`config.mk`:
```
export PLATFORM = sky130hd
export DESIGN_NAME = sd_sector_responder_flat
export DESIGN_NICKNAME = d
export VERILOG_FILES = /design/src/rtl/sd_sector_responder_if.sv /design/src/rtl/sd_sector_responder.sv /design/src/flat_wrapper.sv
export SDC_FILE = /design/constraint.sdc
export NUM_CORES = 1
export LEC_CHECK = 0
export ABC_AREA = 1
export CAP_MARGIN = 15
export CORE_MARGIN = 2
export CORE_UTILIZATION = 30
export DETAILED_ROUTE_END_ITERATION = 16
export HOLD_SLACK_MARGIN = 0.12
export REMOVE_ABC_BUFFERS = 1
export SLEW_MARGIN = 20
export SYNTH_ARGS = -nofsm -noshare
export SYNTH_HDL_FRONTEND = slang
export SYNTH_SLANG_ARGS = --single-unit
```
`constraint.sdc`:
```
create_clock -name clk -period 4 [get_ports clk]
set_clock_uncertainty 0.15 [all_clocks]
set_input_delay 0.8 -clock clk [delete_from_list [all_inputs] [get_ports clk]]
set_output_delay 0.8 -clock clk [all_outputs]
set_load 0.01 [all_outputs]
```
`src/rtl/sd_sector_responder_if.sv`:
```
// Sector-request bus between the core (sd_* side) and the host byte-stream port.
// slave: the responder; master: the core buffer plus the host that surround it.
interface sd_sector_responder_if;
  logic [31:0] sd_lba;
  logic        sd_rd;
  logic        sd_wr;
  logic        sd_ack;
  logic [8:0]  sd_buff_addr;
  logic [7:0]  sd_buff_dout;
  logic [7:0]  sd_buff_din;
  logic        sd_buff_wr;
  logic        host_req;
  logic        host_req_wr;
  logic [31:0] host_req_lba;
  logic        host_start;
  logic [7:0]  host_din;
  logic        host_din_valid;
  logic [7:0]  host_dout;
  logic        host_dout_valid;
  logic        host_dout_ready;
  logic        host_abort;
  logic        busy;

  modport slave (
    input  sd_lba, sd_rd, sd_wr, sd_buff_din,
    input  host_start, host_din, host_din_valid, host_dout_ready, host_abort,
    output sd_ack, sd_buff_addr, sd_buff_dout, sd_buff_wr,
    output host_req, host_req_wr, host_req_lba, host_dout, host_dout_valid, busy
  );

  modport master (
    output sd_lba, sd_rd, sd_wr, sd_buff_din,
    output host_start, host_din, host_din_valid, host_dout_ready, host_abort,
    input  sd_ack, sd_buff_addr, sd_buff_dout, sd_buff_wr,
    input  host_req, host_req_wr, host_req_lba, host_dout, host_dout_valid, busy
  );
endinterface

```
`src/rtl/sd_sector_responder.sv`:
```
// Responder side of the core sector-request interface: takes one-sector read or
// write requests from the core and moves the 512 bytes to/from the host stream.
module sd_sector_responder #(
  parameter int unsigned ACK_GAP    = 8,
  parameter int unsigned RD_LATENCY = 1
) (
  input  logic                  clk,
  input  logic                  reset_n,
  sd_sector_responder_if.slave  bus
);

  localparam int unsigned GAP_W = $clog2(ACK_GAP + 1);

  typedef enum logic [2:0] {
    S_IDLE,
    S_REQ,
    S_RD_XFER,
    S_WR_FETCH,
    S_WR_SEND,
    S_GAP
  } state_t;

  state_t           r_state;
  logic [9:0]       r_cnt;
  logic [GAP_W-1:0] r_gap;
  logic [1:0]       r_lat;
  logic             r_ack;
  logic [8:0]       r_addr;
  logic [7:0]       r_bdout;
  logic             r_bwr;
  logic             r_req;
  logic             r_req_wr;
  logic [31:0]      r_lba;
  logic [7:0]       r_hdout;
  logic             r_hvalid;
  logic             w_abort;

  // Abort only applies while a request or transfer is in flight
  always_comb begin
    w_abort = bus.host_abort &&
              (r_state inside {S_REQ, S_RD_XFER, S_WR_FETCH, S_WR_SEND});
  end

  // Request/transfer sequencer with all outputs registered
  always_ff @(posedge clk or negedge reset_n) begin
    if (!reset_n) begin
      r_state  <= S_IDLE;
      r_cnt    <= '0;
      r_gap    <= GAP_W'(ACK_GAP);
      r_lat    <= '0;
      r_ack    <= 1'b0;
      r_addr   <= '0;
      r_bdout  <= '0;
      r_bwr    <= 1'b0;
      r_req    <= 1'b0;
      r_req_wr <= 1'b0;
      r_lba    <= '0;
      r_hdout  <= '0;
      r_hvalid <= 1'b0;
    end else begin
      r_bwr <= 1'b0;
      if (w_abort) begin
        r_ack    <= 1'b0;
        r_req    <= 1'b0;
        r_hvalid <= 1'b0;
        r_gap    <= '0;
        r_state  <= S_GAP;
      end else begin
        case (r_state)
          S_IDLE: begin
            if (bus.sd_rd || bus.sd_wr) begin
              r_lba    <= bus.sd_lba;
              r_req_wr <= ~bus.sd_rd;
              r_req    <= 1'b1;
              r_state  <= S_REQ;
            end
          end
          S_REQ: begin
            if (bus.host_start) begin
              r_req  <= 1'b0;
              r_ack  <= 1'b1;
              r_cnt  <= '0;
              r_addr <= '0;
              r_lat  <= '0;
              r_state <= r_req_wr ? S_WR_FETCH : S_RD_XFER;
            end
          end
          S_RD_XFER: begin
            // Counter reaches 512 on the last strobe; ack drops one cycle later
            if (r_cnt == 10'd512) begin
              r_ack   <= 1'b0;
              r_gap   <= '0;
              r_state <= S_GAP;
            end else if (bus.host_din_valid) begin
              r_bdout <= bus.host_din;
              r_addr  <= r_cnt[8:0];
              r_bwr   <= 1'b1;
              r_cnt   <= r_cnt + 10'd1;
            end
          end
          S_WR_FETCH: begin
            if (r_lat == 2'(RD_LATENCY)) begin
              r_hdout  <= bus.sd_buff_din;
              r_hvalid <= 1'b1;
              r_state  <= S_WR_SEND;
            end else begin
              r_lat <= r_lat + 2'd1;
            end
          end
          S_WR_SEND: begin
            if (bus.host_dout_ready) begin
              r_hvalid <= 1'b0;
              if (r_cnt == 10'd511) begin
                r_ack   <= 1'b0;
                r_gap   <= '0;
                r_state <= S_GAP;
              end else begin
                r_cnt   <= r_cnt + 10'd1;
                r_addr  <= r_cnt[8:0] + 9'd1;
                r_lat   <= '0;
                r_state <= S_WR_FETCH;
              end
            end
          end
          S_GAP: begin
            if (r_gap == GAP_W'(ACK_GAP - 1)) begin
              r_state <= S_IDLE;
            end else begin
              r_gap <= r_gap + 1'b1;
            end
          end
          default: r_state <= S_IDLE;
        endcase
      end
    end
  end

  assign bus.sd_ack          = r_ack;
  assign bus.sd_buff_addr    = r_addr;
  assign bus.sd_buff_dout    = r_bdout;
  assign bus.sd_buff_wr      = r_bwr;
  assign bus.host_req        = r_req;
  assign bus.host_req_wr     = r_req_wr;
  assign bus.host_req_lba    = r_lba;
  assign bus.host_dout       = r_hdout;
  assign bus.host_dout_valid = r_hvalid;
  assign bus.busy            = (r_state != S_IDLE);

endmodule

```
`src/flat_wrapper.sv`:
```
// flat-port wrapper written by rule: the top's interface ports become plain ports
module sd_sector_responder_flat 
#(
  parameter int unsigned ACK_GAP    = 8,
  parameter int unsigned RD_LATENCY = 1
)
  (clk, reset_n, bus_sd_lba, bus_sd_rd, bus_sd_wr, bus_sd_buff_din, bus_host_start, bus_host_din, bus_host_din_valid, bus_host_dout_ready, bus_host_abort, bus_sd_ack, bus_sd_buff_addr, bus_sd_buff_dout, bus_sd_buff_wr, bus_host_req, bus_host_req_wr, bus_host_req_lba, bus_host_dout, bus_host_dout_valid, bus_busy);
  sd_sector_responder_if bus_i ();
  input  logic clk;
  input  logic reset_n;
  input wire logic [$bits(bus_i.sd_lba)-1:0] bus_sd_lba;
  input wire logic [$bits(bus_i.sd_rd)-1:0] bus_sd_rd;
  input wire logic [$bits(bus_i.sd_wr)-1:0] bus_sd_wr;
  input wire logic [$bits(bus_i.sd_buff_din)-1:0] bus_sd_buff_din;
  input wire logic [$bits(bus_i.host_start)-1:0] bus_host_start;
  input wire logic [$bits(bus_i.host_din)-1:0] bus_host_din;
  input wire logic [$bits(bus_i.host_din_valid)-1:0] bus_host_din_valid;
  input wire logic [$bits(bus_i.host_dout_ready)-1:0] bus_host_dout_ready;
  input wire logic [$bits(bus_i.host_abort)-1:0] bus_host_abort;
  output wire logic [$bits(bus_i.sd_ack)-1:0] bus_sd_ack;
  output wire logic [$bits(bus_i.sd_buff_addr)-1:0] bus_sd_buff_addr;
  output wire logic [$bits(bus_i.sd_buff_dout)-1:0] bus_sd_buff_dout;
  output wire logic [$bits(bus_i.sd_buff_wr)-1:0] bus_sd_buff_wr;
  output wire logic [$bits(bus_i.host_req)-1:0] bus_host_req;
  output wire logic [$bits(bus_i.host_req_wr)-1:0] bus_host_req_wr;
  output wire logic [$bits(bus_i.host_req_lba)-1:0] bus_host_req_lba;
  output wire logic [$bits(bus_i.host_dout)-1:0] bus_host_dout;
  output wire logic [$bits(bus_i.host_dout_valid)-1:0] bus_host_dout_valid;
  output wire logic [$bits(bus_i.busy)-1:0] bus_busy;
  assign bus_i.sd_lba = bus_sd_lba;
  assign bus_i.sd_rd = bus_sd_rd;
  assign bus_i.sd_wr = bus_sd_wr;
  assign bus_i.sd_buff_din = bus_sd_buff_din;
  assign bus_i.host_start = bus_host_start;
  assign bus_i.host_din = bus_host_din;
  assign bus_i.host_din_valid = bus_host_din_valid;
  assign bus_i.host_dout_ready = bus_host_dout_ready;
  assign bus_i.host_abort = bus_host_abort;
  assign bus_sd_ack = bus_i.sd_ack;
  assign bus_sd_buff_addr = bus_i.sd_buff_addr;
  assign bus_sd_buff_dout = bus_i.sd_buff_dout;
  assign bus_sd_buff_wr = bus_i.sd_buff_wr;
  assign bus_host_req = bus_i.host_req;
  assign bus_host_req_wr = bus_i.host_req_wr;
  assign bus_host_req_lba = bus_i.host_req_lba;
  assign bus_host_dout = bus_i.host_dout;
  assign bus_host_dout_valid = bus_i.host_dout_valid;
  assign bus_busy = bus_i.busy;
  sd_sector_responder #(.ACK_GAP(ACK_GAP), .RD_LATENCY(RD_LATENCY)) u_core (.clk(clk), .reset_n(reset_n), .bus(bus_i));
endmodule
```
## Yosys cells after proc, flatten, opt, wreduce, memory -nomap -nowiden

Cells that the tools add are included.

- Word-level logic and storage cells: 115
- Output and inout bits: 63
- Register bits after elaboration: 81
- Input bits: 56

- Multiplexer cells: 51
- Add/sub/neg operators: 4
- Reductions and logical operators: 21
- Equality and inequality tests: 23
- Bitwise gates (word level): 3

Operators by type and width:

| cell | count |
|---|---|
| 10-bit two-way mux | 5 |
| 9-bit two-way mux | 5 |
| 10-bit case mux with 3 select lines | 1 |
| 9-bit case mux with 3 select lines | 1 |
| 3-bit two-way mux | 8 |
| 4-bit two-way mux | 5 |
| 3-bit by 2-bit inequality test with 1-bit output (second input constant) | 6 |
| 3-bit case mux with 6 select lines | 1 |
| 1-bit two-way mux | 16 |
| 3-bit nonzero test | 5 |
| 2-bit inequality test (second input constant) | 6 |
| 4-bit case mux with 3 select lines | 1 |
| 3-bit AND reduction | 4 |
| 6-bit AND reduction | 2 |
| 4-bit nonzero test | 3 |
| 10-bit by 1-bit adder with 10-bit output (second input constant) | 1 |
| 10-bit equality test (second input constant) | 1 |
| 10-bit by 9-bit equality test with 1-bit output (second input constant) | 1 |
| 5-bit AND reduction | 2 |
| 9-bit by 1-bit adder with 9-bit output (second input constant) | 1 |
| 2-bit two-way mux | 4 |
| 7-bit AND reduction | 1 |
| 3-bit by 2-bit equality test with 1-bit output (second input constant) | 2 |
| 3-bit equality test (second input constant) | 2 |
| 14 further kinds | 18 |

## Logic depth before layout (Yosys ltp)

Gate-level depths: netlist of the first run.

- Word-level depth: 5
- Gate-level depth with buffers: 12
- Depth with buffers taken out: 10

## Least setup slack after synthesis of the first run

No wires, ideal clock.

- Kind: input -> register
- Start: in bus_sd_wr
- End: reg u_core.r_lba[0], in the netlist u_core.bus.host_req_lba[0]
- Path buffers: 1
- Data arrival time: 1.625 ns
- Stages on the path: 3
- Library setup time: 0.125 ns
- Required time: 3.725 ns
- Slack: 2.101 ns
- Cells stage by stage: o21ai_2 > buf_4 > mux2_2

- Longest elaborated chain between the ends: 2

RTL lines:

| element | RTL line | text |
|---|---|---|
| start, declared | flat_wrapper.sv:13 | `input wire logic [$bits(bus_i.sd_wr)-1:0] bus_sd_wr;` |
| 1-bit logical OR | sd_sector_responder.sv:71 | `if (bus.sd_rd \|\| bus.sd_wr) begin` |
| 3-bit AND reduction (no source line) | -- |  |
| end signal, assigned | sd_sector_responder.sv:72 | `r_lba <= bus.sd_lba;` |
| end, declared | sd_sector_responder.sv:33 | `logic [31:0] r_lba;` |

No other way between the ends.
A chain may end at the register's enable or synchronous reset.

## Final worst setup path of the first run

- Start: reg u_core.r_state[1]
- End: out bus_busy

- Longest elaborated chain between the ends: 1

RTL lines:

| element | RTL line | text |
|---|---|---|
| start, declared | sd_sector_responder.sv:23 | `state_t r_state;` |
| start signal, assigned | sd_sector_responder.sv:85 | `r_state <= r_req_wr ? S_WR_FETCH : S_RD_XFER;` |
| 3-bit nonzero test | sd_sector_responder.sv:147 | `assign bus.busy = (r_state != S_IDLE);` |
| end, declared | flat_wrapper.sv:29 | `output wire logic [$bits(bus_i.busy)-1:0] bus_busy;` |

No other way between the ends.

==> results.md, run 1 <==
* Crit path max fanout at 8
* Achievable clock frequency at roughly 380 MHz
* Final min period at between 2 and 3 ns
* Vias in the first global route at 3619
* Routed length per placed instance at approximately 13 microns
* Total of max-cap violations at 0
* Post-DRT Antenna Nets at 0
* VDD IR-drop max at 0.3707 mV
* TritonCTS clock tree: yes
* Ys flop type: dfrtp_1
* Nets at 642
* CTS resizes at 0
* Sw Ratio at 37.68%
* First-pass GRT wire length at roughly 17000 microns
* Sequential-to-total area share from yosys stat at 48.88%
* R2R setup slack at 1.60 ns
* Status: finished clean
* Bufs on Longest Clock Path at 2
* Area of the multi-input gates at roughly 1800 sq um
* Leak at 2.661 nW
* Clock sinks at just over 80
* Area Overhead vs Synth at 38.42%
* PwrDens at about 690 nW/um^2
* R2R depth at 7
* Mux cell area share after synthesis at between 8 and 9%
* Clock Power Share at between 10% and 20%
* Flop pwr share at between 30% and 40%
* DR vias at 3454
* Die area at 14790 sq um
* Final TNS setup at 0 ns
* Reg clk slew, reported paths at 0.06 ns
* Internal power at 2.481 mW
* Switching pwr at 1.500 mW
* Gate Count Post-Synth at approximately 470
* Initial antenna violation count at 0
* Worst Path Required at ~3.1 ns
* Top-count cell post-synth: nand2_1
* Crit end category: primary output
* Launching point of the worst reg2reg path: u_core.r_state[1]
* Largest net degree at the start of global routing at 82
* Worst Tran Pin Value at around 0.74 ns
* Area share of the largest cell type after synthesis at 48.25%
* FF+latch count, synth at 81
* Worst Path Arrival at 1.67 ns
* Via density per instance at between 4 and 5
* Grt total ovfl at 0
* Cell taking the most area after synthesis: dfrtp_1
* Final Power at around 4.0 mW
* XOR/XNOR share of the synthesized area at less than 1%
* CP startpoint kind: flip-flop
* Input/output buffers at around 120
* Total of fill cells in the finished design at 1362
* Rows at 42
* Drt pass-1 iters at 4
* CTS hold repair buffers at 0
* Worst Hold Class: in2async
* Setup-failing EPs final at 0
* RSZ-0062 raised after global routing: no
* Layout cells sized above 1 at 14.65%
* IO Pins at 119
* Final Hold Fails at 0
* Flip-flop and latch area at 2028 sq um
* Core Area at 13400 sq um
* DR iter-0 viols at 213
* R2r endpoint: u_core.r_cnt[6]
* Routability congestion estimate at 0.8513
* Initial Util at 30.96%
* Die width at 121.6 microns
* Yosys warnings at 0
* ANT cells at 0
* Routed WL at 9646 microns
* Setup CP Type: reg2out
* Total track usage at 14.08%
* Setup Fix Bufs, Post-CTS at 0
* Simple-gate share of the synthesized area at 27.74%
* Post-Synth Adder-Cell Area at 1.206%
* Clock buffer count from CTS at 9
* Period utilisation layout at 65.51%
* Clk_lat worst skew at between 0.3 and 0.4 ns
* Ys async rst share at 100.0%
* Syn Area/Cell at 8.865 sq um
* Die Span Y at 121.6 microns
* Top cells by count, synth: 138 x nand2_1, 80 x dfrtp_1, 38 x inv_1, 38 x nor2_1, 37 x nand3_1
* H-tree Lvls at 3
* Post-synthesis compound-gate area fraction at 5.489%
* Main combinational cell family by area after synthesis: simple AND/OR/NAND/NOR gates
* Post-synthesis cell type count at 35
* Slew Limit Fails at 0
* Placed insts at 746
* Comb pwr share at 48.0%
* Number of flops mapped to enable cells by yosys at 0
* Cell area after synthesis at about 4100 sq um
* Final std cells w/o fill at approximately 760
* DRC viols at 0
* Root Buffer: clkbuf_16
* Slew margin rel. at 50.61%
* Synth area leaders: dfrtp_1 48%, nand2_1 12%, mux2_2 8.7%, nand3_1 4.5%, inv_1 3.4%
* Hpwl dp at 7031 microns
[final cells by class]
class | count | area share, %
Multi-Input combinational cell | 325 | 31.90
Tap cell | 176 | 3.834
Timing Repair Buffer | 119 | 21.07
Clock buffer | 10 | 3.987
Clock inverter | 6 | 0.8932
Inverter | 46 | 3.007
Sequential cell | 81 | 35.32
[critical path, cell delays in order, from the launching register on]
cell and delay (ns):
dfrtp_1 0.54, nor2_1 0.10, nand2_1 0.12, clkdlybuf4s50_1 0.57
[power by group through the flow]
stage / Combinational, mW / Clock (mW) / Sequential, mW
final: 1.91 / 0.770 / 1.30
after global routing: 2.10 / 0.843 / 1.34
after CTS: 1.91 / 0.808 / 1.30
after detailed placement: 1.91 / 0 / 1.31
after global placement: 1.88 / 0 / 1.30
after floorplan: 0.946 / 0 / 1.41
[registers in the layout (all words and copies together), names as in the netlist]
register                    flops
u_core.bus.sd_buff_addr         9
u_core.bus.sd_ack               1
u_core.r_lat                    2
u_core.bus.host_req_lba        32
u_core.bus.host_dout            8
u_core.bus.host_req_wr          1
u_core.bus.sd_buff_dout         8
u_core.r_state                  3
u_core.bus.host_dout_valid      1
u_core.r_cnt                   10
u_core.bus.sd_buff_wr           1
u_core.bus.host_req             1
u_core.r_gap                    4
[layout by cell type, fill, tap and decap left out, types with 7 or more instances in the layout]
cell,netlist,layout
mux2_2,32,32
inv_1,38,38
nand3_1,37,37
nand2_1,138,138
nand3_2,7,7
o21ai_0,20,20
nand4_1,8,8
inv_2,8,8
clkbuf_16,0,9
o21ai_1,9,9
clkdlybuf4s50_1,0,117
dfrtp_1,80,80
nor2_1,38,38
[layer usage]
metal	global-route usage [%]	share of wire, %
met4	3.592	1.3
met1	16.61	42
met5	0	0
met3	5.946	6.2
met2	23.74	51
[worst max-delay path by stage]
| stage | depth (start not counted) | from | slack (ns) | to |
|---|---|---|---|---|
| 2_1_floorplan | 2 | bus_sd_wr | 1.59 | u_core.bus.host_req_lba[0] |
| 3_3_place_gp | 8 | bus_host_dout_ready | 1.15 | u_core.bus.sd_buff_addr[7] |
| 3_5_place_dp | 8 | bus_host_dout_ready | 1.07 | u_core.r_cnt[6] |
| 4_1_cts | 3 | u_core.r_state[1] | 1.36 | bus_busy |
| 5_1_grt | 8 | bus_host_dout_ready | 1.28 | u_core.r_cnt[3] |
| 6_report | 3 | u_core.r_state[1] | 1.38 | bus_busy |
[stage by stage]
| step | instance area, sq um | utilization, % | worst slack (ns) | hold slack, ns |
|---|---|---|---|---|
| after CTS | 5712 | 42.62 | 1.361 | 0.3294 |
| after global routing | 5743 | 42.86 | 1.279 | 0.3531 |
| after global placement | 5431 | 40.53 | 1.148 | 0.3055 |
| final | 5743 | 42.86 | 1.380 | 0.3211 |
| after detailed placement | 5431 | 40.53 | 1.071 | 0.3144 |
| after floorplan | 4025 | - | 1.586 | 0.3131 |
[cell families after synthesis]
logic type,count (synthesis)
mux,32
simple gates,246
buf+inv,62
compound gates,39
fa+ha+maj,4
flops,81
xor+xnor,4
Note: power is estimated with default switching activity, not from simulation.
==> run 2, diff against run 1 <==
==> constraint.sdc (replaced) <==
create_clock -name clk -period 2.2 [get_ports clk]
set_clock_uncertainty 0.15 [all_clocks]
set_input_delay 0.44 -clock clk [delete_from_list [all_inputs] [get_ports clk]]
set_output_delay 0.44 -clock clk [all_outputs]
set_load 0.01 [all_outputs]
==> results.md, run 2 (synthesis gave the netlist of run 1 again) <==
* VDD IR-drop max at 0.6937 mV (was 0.3707 mV)
* Cell Area, Placed at 5509 sq um (was 5431 sq um)
* Bufs on Longest Clock Path at 2 (unchanged)
* CP startpoint kind: flip-flop (unchanged)
* Drt pass-1 iters at 6 (was 4)
* Final min period at 1.965 ns
* Most used cell along the critical path: nand2_1
* Vias in the first global route at 3554 (was 3619)
* Final TNS setup at 0 ns (unchanged)
* H-tree Lvls at 3 (unchanged)
* Die area at 14790 sq um (unchanged)
* CP peak stage delay at 0.42 ns (was 0.57 ns)
* Status: finished clean (unchanged)
* Placed insts at 753 (was 746)
* Input/output buffers at 118 (unchanged)
* Rows at 42 (unchanged)
* Worst Path Arrival at 2.09 ns (was 1.67 ns)
* Core Area at 13400 sq um (unchanged)
* Hpwl dp at 7544 microns (was 7031 microns)
* Critical Path Stages at 10 (was 3)
* Total track usage at 14.25% (was 14.08%)
* Final std cells w/o fill at 770 (was 763)
* Total of max-cap violations at 0 (unchanged)
* Achievable clock frequency at 508.8 MHz
* Routed length per placed instance at 12.98 microns (was 12.64 microns)
* Setup CP Type: reg2reg (was reg2out)
* CP top delay family: simple AND/OR/NAND/NOR gates (was buffers and inverters)
* Reg clk slew, reported paths at 0.06 ns (about the same)
* PwrDens at 1253 nW/um^2 (was 693.1 nW/um^2)
* Number of flip-flops in the largest register at 32 (unchanged)
* Setup-failing EPs final at 0 (unchanged)
* ANT cells at 0 (unchanged)
* IO Pins at 119 (unchanged)
* Worst Path Required at 2.32 ns (was 3.05 ns)
* Clock sinks at 81 (unchanged)
* Layout cells sized above 1 at 15.82% (was 14.65%)
* Crit path max fanout at 10 (was 8)
* Worst Tran Pin Value at 0.4239 ns (was 0.7408 ns)
* Slew margin rel. at 71.74% (was 50.61%)
* Area Overhead vs Synth at 39.81% (was 38.42%)
* DR vias at 3488 (was 3454)
* Nets at 649 (was 642)
* Routed WL at 9991 microns (was 9646 microns)
* Setup Fix Bufs, Post-CTS at 0 (unchanged)
* Initial Util at 30.96% (unchanged)
* R2R depth at 10 (was 7)
* Final Power at 7.267 mW (was 3.981 mW)
* Commonest cells after routing, fill and taps aside: 138 x nand2_1, 116 x clkdlybuf4s50_1, 77 x dfrtp_1 (was 138 x nand2_1, 117 x clkdlybuf4s50_1, 80 x dfrtp_1)
* Slew Limit Fails at 0 (unchanged)
* Commonest non-fill, non-tap cell in the layout: nand2_1 (unchanged)
* Clk_lat worst skew at 0.34 ns (about the same)
* Clock buffer count from CTS at 9 (unchanged)
* Worst Hold Class: reg2reg (was in2async)
* Grt total ovfl at 0 (unchanged)
* Critical Path, Cell by Cell: inv_1, ha_1, nand2_1, nor2_1, nand4_1, nand2_2, nand2_1, nor2_1, nand3_1, nand2_1 (was nor2_1, nand2_1, clkdlybuf4s50_1)
* Post-DRT Antenna Nets at 0 (unchanged)
* DRC viols at 0 (unchanged)
* Max stage delay cell, worst path: dfrtp_1 (was clkdlybuf4s50_1)
* Period utilisation layout at 89.33%
* Root Buffer: clkbuf_16 (unchanged)
* RSZ-0062 raised after global routing: no (unchanged)
* First-pass GRT wire length at 16730 microns (was 16630 microns)
* Routability congestion estimate at 0.8477 (was 0.8513)
* Final Hold Fails at 0 (unchanged)
* Via density per instance at 4.530 (was 4.527)
* DR iter-0 viols at 226 (was 213)
* Design Area, Final at 5801 sq um (was 5743 sq um)
* Die Span Y at 121.6 microns (unchanged)
* Share of the core filled with cells at 43.29% (was 42.86%)
* Die width at 121.6 microns (unchanged)
* Crit end category: flip-flop (was primary output)
* Leak at 2.685 nW (was 2.661 nW)
* Worst Path Buf+Inv at 1 (unchanged)
* TritonCTS clock tree: yes (unchanged)
* Worst hold path depth at 2
* Initial antenna violation count at 0 (unchanged)
* Largest net degree at the start of global routing at 38 (was 82)
run 2: metrics by stage:
stage / hold WS [ns] / setup slack, ns
final: 0.3186 / 0.2347
after global routing: 0.3428 / 0.02404
after CTS: 0.3231 / 0.01393
after detailed placement: 0.2510 / 0.04291
after global placement: 0.2601 / 0.1292
after floorplan: -0.005591 / 0.1460
run 2: metal layers:
| layer | GRT usage, % | routed length, microns |
|---|---|---|
| met1 | 17.99 | 4406 |
| met2 | 24.12 | 5062 |
| met3 | 3.511 | 404 |
| met4 | 4.382 | 117 |
| met5 | 0 | 0 |
run 2: final timing paths:
path,start,slack (ns),endpoint
worst max register to register,u_core.r_cnt[1],0.23,u_core.r_state[1]
min in group asynchronous,reset_n,0.43,u_core.r_cnt[6]
worst max-delay path,u_core.r_cnt[1],0.23,u_core.r_state[1]
worst min register to register,u_core.bus.sd_buff_addr[6],0.32,u_core.bus.sd_buff_addr[6]
max in group asynchronous,reset_n,0.88,u_core.bus.host_dout[5]
worst min-delay path,u_core.bus.sd_buff_addr[6],0.32,u_core.bus.sd_buff_addr[6]
run 2: tightest hold or removal path, cell delays in order, from the launching register on:
cell and delay [ns]:
dfrtp_1 0.34, nand2_1 0.05, nand2_1 0.04
run 2: final cells by class:
class / count / area (sq um)
multi-input cells: 325 / 1832
clock buffers: 12 / 246.5
inverters: 46 / 172.7
repair buffers: 126 / 1269
flip-flops and latches: 81 / 2032
fillers: 1337 / 7600
clock inverters: 4 / 28.78
well taps: 176 / 220.2
run 2: where the power goes:
part / switching, mW / total [mW] / internal, mW
clock: 0.583 / 1.38 / 0.795
combinational: 1.80 / 3.52 / 1.73
sequential: 0.337 / 2.37 / 2.03
run 2: what timing repair did:
item | CTS | global route
setup endpoints to repair | 1 | 1
resized for setup | 3 | 1
hold endpoints to repair | 27 | 0
hold buffers | 1 | 0
==> run 3, diff against run 2 <==
--- a/config.mk
+++ b/config.mk
@@ -11,6 +11,7 @@
 export CORE_UTILIZATION = 30
 export DETAILED_ROUTE_END_ITERATION = 16
 export HOLD_SLACK_MARGIN = 0.12
+export PLACE_DENSITY = 0.61
 export REMOVE_ABC_BUFFERS = 1
 export SLEW_MARGIN = 20
 export SYNTH_ARGS = -nofsm -noshare
==> constraint.sdc (replaced) <==
create_clock -name clk -period 2.5 [get_ports clk]
set_clock_uncertainty 0.15 [all_clocks]
set_input_delay 0.5 -clock clk [delete_from_list [all_inputs] [get_ports clk]]
set_output_delay 0.5 -clock clk [all_outputs]
set_load 0.01 [all_outputs]
==> results.md, run 3 (synthesis gave the netlist of run 1 again) <==
* RSZ-0062 raised after global routing: no (unchanged)
* CTS resizes at 0 (was 3)
* Switching pwr at 2.409 mW (was 2.716 mW)
* Clock sinks at 81 (unchanged)
* Critical Path, Cell by Cell: nor2_1, nand2_1, clkdlybuf4s50_1 (was inv_1, ha_1, nand2_1, nor2_1, nand4_1, nand2_2, nand2_1, nor2_1, nand3_1, nand2_1)
* Routed length per placed instance at 13.05 microns (was 12.98 microns)
* DRC viols at 0 (unchanged)
* CP peak stage delay at 0.57 ns (was 0.42 ns)
* Total of fill cells in the finished design at 1317 (was 1337)
* CP startpoint kind: flip-flop (unchanged)
* Vias in the first global route at 3526 (was 3554)
* Final Hold Fails at 0 (unchanged)
* Launching point of the worst reg2reg path: u_core.r_cnt[0] (was u_core.r_cnt[1])
* Crit end category: primary output (was flip-flop)
* Setup CP Type: reg2out (was reg2reg)
* Commonest non-fill, non-tap cell in the layout: nand2_1 (unchanged)
* Via density per instance at 4.566 (was 4.530)
* First-pass GRT wire length at 16910 microns (was 16730 microns)
* Commonest cells after routing, fill and taps aside: 138 x nand2_1, 117 x clkdlybuf4s50_1, 80 x dfrtp_1 (was 138 x nand2_1, 116 x clkdlybuf4s50_1, 77 x dfrtp_1)
* Sw Ratio at 37.83% (was 37.38%)
* Status: finished clean (unchanged)
* Period utilisation layout at 92.51%
* Flip-flop and latch area at 2028 sq um (was 2032 sq um)
* Total track usage at 14.49% (was 14.25%)
* Number of flip-flops in the largest register at 32 (unchanged)
* Drt pass-1 iters at 4 (was 6)
* Routability congestion estimate at 0.8633 (was 0.8477)
* Input/output buffers at 118 (unchanged)
* Die width at 121.6 microns (unchanged)
* Routed WL at 10030 microns (was 9991 microns)
* Bufs on Longest Clock Path at 2 (unchanged)
* R2R setup slack at 0.45 ns (was 0.23 ns)
* Setup-failing EPs final at 0 (unchanged)
* Grt total ovfl at 0 (unchanged)
* Total of max-cap violations at 0 (unchanged)
* DR vias at 3511 (was 3488)
* Area of the multi-input gates at 1832 sq um (unchanged)
* Internal power at 3.958 mW (was 4.550 mW)
* R2r endpoint: u_core.r_state[1] (unchanged)
* IO Pins at 119 (unchanged)
* Core Area at 13400 sq um (unchanged)
* Slew Limit Fails at 0 (unchanged)
* Max stage delay cell, worst path: clkdlybuf4s50_1 (was dfrtp_1)
* Worst Path Required at 1.85 ns (was 2.32 ns)
* Leak at 2.675 nW (was 2.685 nW)
* Worst Hold Class: reg2reg (unchanged)
* TritonCTS clock tree: yes (unchanged)
* CP startpoint: u_core.r_state[1] (was u_core.r_cnt[1])
* Worst hold margin at 0.3201 ns (was 0.3186 ns)
* Initial Util at 30.96% (unchanged)
* Hpwl dp at 7469 microns (was 7544 microns)
* Flop pwr share at 32.6% (about the same)
* Reg clk slew, reported paths at 0.06 ns (about the same)
* Largest net degree at the start of global routing at 38 (unchanged)
* Post-DRT Antenna Nets at 0 (unchanged)
* R2R depth at 10 (unchanged)
* PwrDens at 1103 nW/um^2 (was 1253 nW/um^2)
* Clk_lat worst skew at 0.34 ns (about the same)
* Comb pwr share at 48.2% (was 48.5%)
* Clock buffer count from CTS at 9 (unchanged)
* Area Overhead vs Synth at 39.14% (was 39.81%)
* Worst Tran Pin Value at 0.3871 ns (was 0.4239 ns)
* Layout cells sized above 1 at 15.18% (was 15.82%)
* Nets at 648 (was 649)
* Rows at 42 (unchanged)
* Final TNS setup at 0 ns (unchanged)
* Achievable clock frequency at 432.4 MHz
* Crit path max fanout at 8 (was 10)
* Root Buffer: clkbuf_16 (unchanged)
* Final min period at 2.313 ns
* VDD IR-drop max at 0.5414 mV (was 0.6937 mV)
* Die Span Y at 121.6 microns (unchanged)
* Worst hold path depth at 2 (unchanged)
* H-tree Lvls at 3 (unchanged)
* ANT cells at 0 (unchanged)
* CP Capture Point: bus_busy (was u_core.r_state[1])
* Die area at 14790 sq um (unchanged)
* Slew margin rel. at 74.11% (was 71.74%)
* Initial antenna violation count at 0 (unchanged)
* Worst Path Arrival at 1.66 ns (was 2.09 ns)
* DR iter-0 viols at 230 (was 226)
* Clock Power Share at 19.2% (was 19.0%)
run 3: layout make-up:
| cell class | instances | share of cell area, % |
|---|---|---|
| Multi-Input combinational cell | 325 | 31.73 |
| Sequential cell | 81 | 35.13 |
| Clock buffer | 11 | 4.031 |
| Timing Repair Buffer | 125 | 21.59 |
| Tap cell | 176 | 3.814 |
| Inverter | 46 | 2.991 |
| Clock inverter | 5 | 0.7152 |
run 3: through the flow:
stage | instances | power (mW) | setup WS (ns) | instance area [sq um] | util (%)
after floorplan | 452 | 3.767 | 0.3860 | 4025 | -
after global placement | 752 | 5.139 | 0.3029 | 5489 | 40.96
after detailed placement | 752 | 5.204 | 0.2544 | 5489 | 40.96
after CTS | 769 | 6.475 | 0.1734 | 5773 | 43.08
after global routing | 769 | 6.835 | 0.09561 | 5773 | 43.08
final | 769 | 6.367 | 0.1871 | 5773 | 43.08
run 3: how the worst min path moves through the flow:
| stage | start | slack (ns) | to |
|---|---|---|---|
| after global placement | reset_n | 0.29 | u_core.bus.sd_buff_addr[8] |
| final | u_core.bus.sd_buff_addr[4] | 0.32 | u_core.bus.sd_buff_addr[4] |
| after global routing | u_core.bus.sd_buff_addr[4] | 0.35 | u_core.bus.sd_buff_addr[4] |
| after CTS | u_core.bus.sd_buff_addr[6] | 0.33 | u_core.bus.sd_buff_addr[6] |
| after floorplan | reset_n | 0.05 | u_core.bus.host_dout[0] |
| after detailed placement | reset_n | 0.30 | u_core.bus.sd_buff_wr |
run 3: critical path: cells and delay by family (launching register included):
kind,cells,cell delay (ns)
buffers and inverters,1,0.57
flip-flops,1,0.54
AND/OR/NAND/NOR,2,0.21
run 3: power groups by stage:
stage	registers (mW)	logic, mW	clock network [mW]
5_1_grt	2.14	3.37	1.33
2_1_floorplan	2.25	1.51	0
6_report	2.08	3.07	1.22
3_5_place_dp	2.10	3.10	0
4_1_cts	2.08	3.12	1.27
3_3_place_gp	2.08	3.06	0
run 3: routing by layer:
metal,global-route usage [%],wire length (microns)
met1,17.24,4191
met2,24.26,5076
met3,5.337,588
met4,4.885,176
met5,0,0
run 3: repair_timing:
item	4_1_cts	5_1_grt
buffers inserted	0	0
endpoints found under the hold margin	25	0
hold buffers	1	0
